**src/rtl/cpu_oci_dct_packer.sv**
```systemverilog
// OCI direct-branch trace (DCT) packer.
// Packs 2-bit branch codes into a 15-slot buffer. Full or flushed buffers move into a
// one-entry holding register that feeds a valid/ready link to the trace memory writer.
// At end of test the packer drains and then reports completion.
module cpu_oci_dct_packer #(
  parameter int unsigned CODE_W = 2,
  parameter int unsigned SLOTS  = 15
) (
  input  logic                                  clk,
  input  logic                                  reset,
  input  logic                                  trc_on,
  input  logic                                  code_valid,
  input  logic [CODE_W-1:0]                     code,
  input  logic                                  flush_req,
  input  logic                                  test_ending,
  output logic [CODE_W*SLOTS-1:0]               dct_buffer,
  output logic [$clog2(SLOTS+1)-1:0]            dct_count,
  output logic                                  out_valid,
  input  logic                                  out_ready,
  output logic [$clog2(SLOTS+1)+CODE_W*SLOTS-1:0] out_data,
  output logic                                  overflow,
  output logic                                  test_has_ended
);

  localparam int unsigned BUF_W = CODE_W * SLOTS;
  localparam int unsigned CNT_W = $clog2(SLOTS + 1);
  localparam int unsigned OUT_W = CNT_W + BUF_W;
  localparam logic [CNT_W-1:0] FullCnt = CNT_W'(SLOTS);

  typedef enum logic [1:0] {StIdle, StRun, StDrain, StEnded} state_e;

  state_e            r_state, w_state_d;
  logic [BUF_W-1:0]  r_buf, w_buf_d;
  logic [CNT_W-1:0]  r_cnt, w_cnt_d;
  logic              r_out_valid, w_out_valid_d;
  logic [OUT_W-1:0]  r_out_data, w_out_data_d;
  logic              r_overflow, w_overflow_d;
  logic              r_flush_pend, w_flush_pend_d;

  logic              w_accept;
  logic              w_hold_free;
  logic              w_to_drain;
  logic              w_flush;
  logic [BUF_W-1:0]  w_nbuf;
  logic [CNT_W-1:0]  w_ncnt;

  // Packing, transfer into the holding register, overflow and flush tracking.
  always_comb begin
    w_accept    = (r_state == StRun) && trc_on && code_valid;
    // Holding register can take a new word when empty or being consumed this cycle.
    w_hold_free = !r_out_valid || out_ready;
    w_to_drain  = test_ending && ((r_state == StRun) || (r_state == StIdle));
    // Pending flushes, drain entry and drain state all ask for the partial buffer.
    w_flush     = r_flush_pend || w_to_drain || (r_state == StDrain) ||
                  ((r_state == StRun) && flush_req);
    w_nbuf      = w_accept ? {r_buf[BUF_W-CODE_W-1:0], code} : r_buf;
    w_ncnt      = r_cnt + CNT_W'(w_accept);

    w_buf_d        = r_buf;
    w_cnt_d        = r_cnt;
    w_overflow_d   = r_overflow;
    w_flush_pend_d = r_flush_pend;
    w_out_valid_d  = r_out_valid && !out_ready;
    w_out_data_d   = r_out_data;

    if (r_cnt == FullCnt) begin
      // A full buffer waiting for the holding register also satisfies any flush.
      w_flush_pend_d = 1'b0;
      if (w_hold_free) begin
        w_out_valid_d = 1'b1;
        w_out_data_d  = {FullCnt, r_buf};
        w_buf_d       = w_accept ? BUF_W'(code) : '0;
        w_cnt_d       = w_accept ? CNT_W'(1) : '0;
      end else if (w_accept) begin
        w_overflow_d = 1'b1;
      end
    end else if ((w_ncnt == FullCnt) || (w_flush && (w_ncnt != '0))) begin
      if (w_hold_free) begin
        w_out_valid_d  = 1'b1;
        w_out_data_d   = {w_ncnt, w_nbuf};
        w_buf_d        = '0;
        w_cnt_d        = '0;
        w_flush_pend_d = 1'b0;
      end else begin
        w_buf_d        = w_nbuf;
        w_cnt_d        = w_ncnt;
        w_flush_pend_d = w_flush;
      end
    end else begin
      // Nothing to emit; a flush with an empty buffer simply collapses.
      w_buf_d        = w_nbuf;
      w_cnt_d        = w_ncnt;
      w_flush_pend_d = 1'b0;
    end
  end

  // Trace sequencing: idle, packing, draining, ended.
  always_comb begin
    w_state_d = r_state;
    unique case (r_state)
      StIdle: begin
        if (test_ending)  w_state_d = StDrain;
        else if (trc_on)  w_state_d = StRun;
      end
      StRun: begin
        if (test_ending)  w_state_d = StDrain;
        else if (!trc_on) w_state_d = StIdle;
      end
      StDrain: begin
        // Judged on next-state values so completion shows the cycle after the last accept.
        if ((w_cnt_d == '0) && !w_out_valid_d) w_state_d = StEnded;
      end
      StEnded: w_state_d = StEnded;
      default: w_state_d = StIdle;
    endcase
  end

  // State and datapath registers.
  always_ff @(posedge clk or posedge reset) begin
    if (reset) begin
      r_state      <= StIdle;
      r_buf        <= '0;
      r_cnt        <= '0;
      r_out_valid  <= 1'b0;
      r_out_data   <= '0;
      r_overflow   <= 1'b0;
      r_flush_pend <= 1'b0;
    end else begin
      r_state      <= w_state_d;
      r_buf        <= w_buf_d;
      r_cnt        <= w_cnt_d;
      r_out_valid  <= w_out_valid_d;
      r_out_data   <= w_out_data_d;
      r_overflow   <= w_overflow_d;
      r_flush_pend <= w_flush_pend_d;
    end
  end

  assign dct_buffer     = r_buf;
  assign dct_count      = r_cnt;
  assign out_valid      = r_out_valid;
  assign out_data       = r_out_data;
  assign overflow       = r_overflow;
  assign test_has_ended = (r_state == StEnded);

endmodule

```
**config.mk**
```make
export PLATFORM = sky130hd
export DESIGN_NAME = cpu_oci_dct_packer
export DESIGN_NICKNAME = d
export VERILOG_FILES = /design/src/rtl/cpu_oci_dct_packer.sv
export SDC_FILE = /design/constraint.sdc
export NUM_CORES = 1
export LEC_CHECK = 0
export BUFFER_PORTS_ARGS = -buffer_cell sky130_fd_sc_hd__buf_2
export CORE_ASPECT_RATIO = 2
export CORE_MARGIN = 8
export CORE_UTILIZATION = 46
export DETAILED_ROUTE_END_ITERATION = 16
export PLACE_DENSITY = 0.75
export SYNTH_ARGS = -nofsm -noshare
export SYNTH_HDL_FRONTEND = slang
export SYNTH_SLANG_ARGS = --single-unit
```
**constraint.sdc**
```tcl
create_clock -name clk -period 3.4 [get_ports clk]
set_input_delay 0.68 -clock clk [delete_from_list [all_inputs] [get_ports clk]]
set_output_delay 0.68 -clock clk [all_outputs]
set_load 0.01 [all_outputs]
```
# After elaboration in Yosys (flattened, before gate mapping)
# Cells that the tools add are included.
[totals] register_bits=73 latch_bits=0 romBits=0 memories=0 elab_cells=69 in_bits=9 ramBits=0
[classes] n_div=0 mul=0 n_shift=0 n_bitwise=1 n_mux=27 n_reduce_logical=23 addsub=1 n_eq_ne=10 n_lt_le_gt_ge=0
[op_table] op="30-bit two-way mux" n=5
[op_table] op="34-bit two-way mux" n=4
[op_table] op="4-bit two-way mux" n=4
[op_table] op="2-bit two-way mux" n=6
[op_table] op="3-bit AND reduction" n=3
[op_table] op="4-bit equality test (second input constant)" n=2
[op_table] op="2-bit case mux with 4 select lines" n=1
[op_table] op="1-bit logical AND" n=7
[op_table] op="1-bit two-way mux" n=7
[op_table] op="1-bit logical OR" n=6
[op_table] op="3-bit inequality test (second input constant)" n=2
[op_table] op="4-bit by 1-bit adder with 4-bit output" n=1
[op_table] op="2-bit equality test (second input constant)" n=2
[op_table] op="4-bit logical NOT" n=1
[op_table] op="2-bit inequality test (second input constant)" n=2
[op_table] op="4-bit nonzero test" n=1
[op_table] op="1-bit logical NOT" n=3
[op_table] op="2-bit by 1-bit equality test with 1-bit output (second input constant)" n=1
[op_table] op="2-bit logical NOT" n=1
[op_table] op="2-bit by 1-bit inequality test with 1-bit output (second input constant)" n=1
[op_table] op="2-bit nonzero test" n=1
[op_table] op="1-bit inverter" n=1

# Longest topological paths before layout
[depth] ltp_word=14 depth_mapped=10 ltp_nobuf=9

# Worst setup path after synthesis
# Ideal clock, no wire load.
[synth_path] path_type="in2reg" from="input trc_on" to="register r_out_data[13] (netlist: out_data[13])" path_buffers=1 path_stages=10 setup_slack_ns=0.661 t_required_ns=3.275 arrival_time_ns=2.614 cell_sequence="nand4b_1 inv_1 ha_1 ha_1 xor2_1 nand3_1 nand2b_4 a31oi_4 buf_8 mux2_2"
[synth_via] elab_chain_cells=8 word_cells_on_any_way=14
[synth_lines] item="from (decl)" line_no="11" source="input logic trc_on,"
[synth_lines] item="1-bit logical AND (*) (2 in a row)" line_no="49" source="w_accept = (r_state == StRun) && trc_on && code_valid;"
[synth_lines] item="4-bit by 1-bit adder with 4-bit output" line_no="57" source="w_ncnt = r_cnt + CNT_W'(w_accept);"
[synth_lines] item="4-bit nonzero test" line_no="77" source="end else if ((w_ncnt == FullCnt) || (w_flush && (w_ncnt != '0))) begin"
[synth_lines] item="1-bit logical AND" line_no="77"
[synth_lines] item="1-bit logical OR" line_no="77"
[synth_lines] item="2-bit inequality test (no line) or 2-bit nonzero test (tied branches)"
[synth_lines] item="3-bit AND reduction (no line)"
[synth_lines] item="to (signal assigned)" line_no="133" source="r_out_data <= w_out_data_d;"
[synth_lines] item="to (decl)" line_no="36" source="logic [OUT_W-1:0] r_out_data, w_out_data_d;"
# Mark *: on every way between the ends. The rest lies on a longest branch, timed or not. The select of a mux whose other input is x is not followed.
# A chain may end at the register's enable or synchronous reset.

# Final worst setup path
[layout_path] from="register r_state[1]" to="register r_out_data[18] (netlist: out_data[18])"
[layout_via] elab_chain_cells=10 word_cells_on_any_way=23
[layout_lines] item="from (decl)" line_no="32" source="state_e r_state, w_state_d;"
[layout_lines] item="from (signal assigned)" line_no="121" source="r_state <= StIdle;"
[layout_lines] item="from (signal assigned)" line_no="129" source="r_state <= w_state_d;"
[layout_lines] item="branches (longest 10 deep; another with 4-bit by 1-bit adder with 4-bit output)"
# Several ways; the timed one is not identified. The select of a mux whose other input is x is not followed.

==> flow_results.org <==
** Clock tree
- The number of hold buffers added after CTS was 0.
- TritonCTS built the clock tree.
- Num CTS Buffers :: 9
- Clock buffer depth :: 2
- Sinks on Clock Net :: 73
- The H-tree generated during clock tree synthesis spans 3 levels.
- Clock latency of the later-clocked register in the worst-skew pair :: approximately 0.33 ns
- The number of setup buffers added after CTS is 0.
- Post-CTS repair changed the size of 0 cells.
- Clock slew at the register clock pins of the worst setup and hold paths :: roughly 0.05 ns
- Clock tree synthesis selected as its root buffer the cell sky130_fd_sc_hd__clkbuf_16.

** Die
- 80 I/O pins were placed.
- The die covers a little over 10,000 sq um.
- The initial utilization of the core area, before any placement, comes to a little under half.
- Height of the die :: 136.3 um
- The die is between 70 and 80 um wide.
- Std cell rows :: 44
- The total area inside the core boundary comes to 7157 sq um.

** Placement
- Number of instances in the placed design :: just under 500
- Summing all placed instances gives a cell area of ~3800 sq um.
- Quantity of I/O buffers inserted on ports :: 79
- Detailed placement finished with a half-perimeter wire length of 5.394 mm.
- Gpl congestion :: between 0.8 and 0.9

** Final layout
- Once layout is complete, the cells apart from fillers number about 500.
- Number of diodes :: 0
- Counting the fill cells in the layout gives 639.
- Relative to the synthesized area, the layout overhead comes to 23.95%.
- Cells with a size suffix above 1 make up around 35% of the layout.
- Registers take 1827 sq um.
- At the end of the flow, the number of nets in the layout was ~420.
- Final Cell Area :: slightly above 4000 sq um
- Multi-input gate area :: 1390 sq um

** STA
- Final clock skew :: between 0.004 and 0.005 ns
- After routing, the total negative slack on setup checks comes to 0 ns.
- Based on the critical path, the design can be clocked at up to 0.3670 GHz.
- Subtracting the final worst setup slack from the clock period gives ~2.7 ns.
- Total setup violations reported at the end of the flow :: 0
- Setup repair after global routing left no endpoint under its margin.
- For the pin with the worst max-slew slack, the measured transition is 0.6305 ns.
- The final-report max-slew violation count was 0.
- The number of hold-slack violations in the final timing report is 0.
- Crit share post-route :: roughly four fifths
- Hold timing on the final database bottoms out at a slack of between 0.3 and 0.4 ns.
- The worst pin sits at a relative slew slack of 57.92%.

** Setup path
- The kind of cell with the highest combined delay along the critical path is simple AND/OR/NAND/NOR gates.
- At the worst endpoint, the arrival time is about 2.9 ns.
- Maximum net fanout on the critical path :: 27
- Data required time at the worst endpoint :: ~3.6 ns
- For this design, the slowest cell found on the critical path is sky130_fd_sc_hd__dfrtp_1.
- Critical Path, Cell by Cell :: nand4b_1 > inv_1 > ha_1 > ha_1 > xor2_1 > nand3_1 > nand2b_4 > a31oi_4 > buf_12 > mux2_2
- The cell that appears most often on the critical path is sky130_fd_sc_hd__ha_1.
- Crit Path Class :: register to register
- Critical path buffers and inverters :: 2
- Worst path max stage delay :: 0.42 ns
- The worst setup path is launched from a register.
- Reg2reg setup slack :: around 0.68 ns
- CP Capture Type :: register

** Synthesis
- After synthesis, flip-flops and latches occupy 54.89% of the total area.
- Ranked by total cell area, the synthesized netlist is headed by sky130_fd_sc_hd__dfrtp_1 (55%), sky130_fd_sc_hd__nand2_1 (14%), sky130_fd_sc_hd__mux2_4 (5.9%), sky130_fd_sc_hd__mux2_2 (5.8%), sky130_fd_sc_hd__a21oi_1 (5.3%).
- Synthesis produced a netlist whose cell count is approximately 330.
- Count of synthesis-stage warnings from yosys :: 0
- Dividing the synthesized area by the synthesized cell count gives just over 10 sq um.
- Counting flops with a built-in enable in the synthesized netlist gives 0.
- Most instantiated flip-flop cell in the synthesis netlist :: sky130_fd_sc_hd__dfrtp_1
- The synthesized netlist occupies a cell area of 3328 sq um.
- In this run the biggest area consumer among cell types represents roughly 55% of the synthesized area.
- Net count of the mapped netlist :: between 300 and 400
- Counting flops with an async set or reset pin after synthesis yields a share of between 90% and 100%.
- The synthesized design contains 73 register bits.
- Unique masters post-synth :: 37
- Post-synth top area cell :: sky130_fd_sc_hd__dfrtp_1

** Routing
- Detailed routing placed a total of roughly 3.6 mm of wire on met2.
- The detailed router placed about 2,600 vias in this run.
- Top Metal Used :: met4
- Once detail routing completed, the nets flagged for antenna violations numbered 0.
- DRC errors left :: 0
- Total detailed-routing wirelength :: a little under 8 mm
- The first routing iteration left approximately 270 violations.
- After detailed routing, the number of vias per cell comes to about 5.2.
- Routed length on met1 :: 3.499 mm
- Met3 Wirelength :: around 650 um
- The first TritonRoute pass finished after 4 iterations.
- Post-detailed-route wirelength per cell :: ~16 um

** Global route
- For this run the aggregate overflow at the end of global routing stands at 0.
- Overall track demand over capacity in global routing :: between 15 and 20%
- Vias in the first global route :: 2,656
- Maximum number of pins on one net before global-route repair :: 31
- Global-route wire length before repair :: 13.13 mm
- Initial antenna violation count :: 0

** Power
- Power per standard cell area :: about 460 nW/um^2
- Leakage component of the power :: between 2 and 2.5 nW
- Maximum VDD drop :: 0.3767 mV

** Run status
- The run finished with clean final reports.

** Job
- Across the run, the number of max-cap violations was 0.

** Worst hold path
- The path class of the tightest hold or removal check is primary input to asynchronous set/reset pin.
Yosys cell counts (2+ instances only):
cell type,n
sky130_fd_sc_hd__dfrtp_1,73
sky130_fd_sc_hd__o21ai_0,2
sky130_fd_sc_hd__xor2_1,2
sky130_fd_sc_hd__nor2_1,2
sky130_fd_sc_hd__ha_1,2
sky130_fd_sc_hd__mux2_2,17
sky130_fd_sc_hd__nand4_1,3
sky130_fd_sc_hd__inv_1,5
sky130_fd_sc_hd__nand3_1,4
sky130_fd_sc_hd__a21oi_1,35
sky130_fd_sc_hd__o22ai_1,2
sky130_fd_sc_hd__mux2_4,13
sky130_fd_sc_hd__a2bb2oi_1,4
sky130_fd_sc_hd__clkbuf_1,11
sky130_fd_sc_hd__o21bai_1,2
sky130_fd_sc_hd__nand2_1,123
sky130_fd_sc_hd__a211oi_1,3
sky130_fd_sc_hd__buf_2,3
final cells by class:
type,instances,area share (%)
repair buffers,88,11.53
inverters,5,0.4550
multi-input cells,230,33.70
clock inverters,4,1.699
flip-flops and latches,73,44.28
well taps,92,2.790
clock buffers,10,5.551
per-layer routing:
metal	vias up	global-route usage, %
met5	-	0
met4	0	5.819
met3	9	6.689
met2	106	24.01
met1	1260	19.24
li1	1252	-
flip-flops by register name (all words and copies together), names as in the netlist:
register,cells
overflow,1
out_valid,1
r_flush_pend,1
out_data,34
r_state,2
dct_count,4
dct_buffer,30
per-stage QoR:
stage | setup WS (ns) | power (mW) | utilization, %
CTS | 0.6741 | 1.903 | 57.64
floorplan | 0.6615 | 0.9140 | -
finish | 0.6751 | 1.886 | 57.64
global route | 0.4881 | 1.947 | 57.64
detailed placement | 0.4097 | 0.9333 | 53.46
global placement | 0.4770 | 0.9327 | 53.46
worst register-to-register path, stage by stage (launching register included):
cell and delay (ns):
sky130_fd_sc_hd__dfrtp_1 0.42, sky130_fd_sc_hd__nand4b_1 0.29, sky130_fd_sc_hd__inv_1 0.18, sky130_fd_sc_hd__ha_1 0.21
sky130_fd_sc_hd__ha_1 0.21, sky130_fd_sc_hd__xor2_1 0.19, sky130_fd_sc_hd__nand3_1 0.12, sky130_fd_sc_hd__nand2b_4 0.18
sky130_fd_sc_hd__a31oi_4 0.21, sky130_fd_sc_hd__buf_12 0.24, sky130_fd_sc_hd__mux2_2 0.37
layout by cell type, fill, tap and decap left out, drive strengths merged, types with 2 or more instances in the layout:
| cell | instances |
|---|---|
| nand2 | 123 |
| buf | 88 |
| dfrtp | 73 |
| a21oi | 35 |
| mux2 | 30 |
| clkbuf | 10 |
| nand3 | 5 |
| inv | 5 |
| a2bb2oi | 4 |
| a211oi | 3 |
| nand4 | 3 |
| o21ai | 3 |
| xor2 | 2 |
| o21bai | 2 |
| o22ai | 2 |
| ha | 2 |
| clkinv | 2 |
| bufinv | 2 |
| xnor2 | 2 |
| nand2b | 2 |
| nor2 | 2 |
power breakdown:
| group | leakage [nW] | switching (mW) | internal, mW |
|---|---|---|---|
| Clock | 0.148 | 0.338 | 0.631 |
| Sequential | 0.990 | 0.00335 | 0.874 |
| Combinational | 1.13 | 0.0269 | 0.0121 |
worst paths after layout:
check | start | to | depth (start not counted)
worst max-delay path | r_state[1] | out_data[18] | 10
worst min-delay path | reset | out_data[17] | 2
worst max register to register | r_state[1] | out_data[18] | 10
worst min register to register | overflow | overflow | 1
max in group asynchronous | reset | dct_count[3] | 3
min in group clk | overflow | overflow | 1
cells by family after synthesis:
kind of cell,share of synthesized area [%]
buffers and inverters,3.646
AOI/OAI and AO/OA,10.04
and+or+nand+nor,17.44
xor gates and xnor gates,1.617
adders and majority gates,0.7518
DFF,54.89
muxes,11.62
Power figures use the tool's default switching activity.
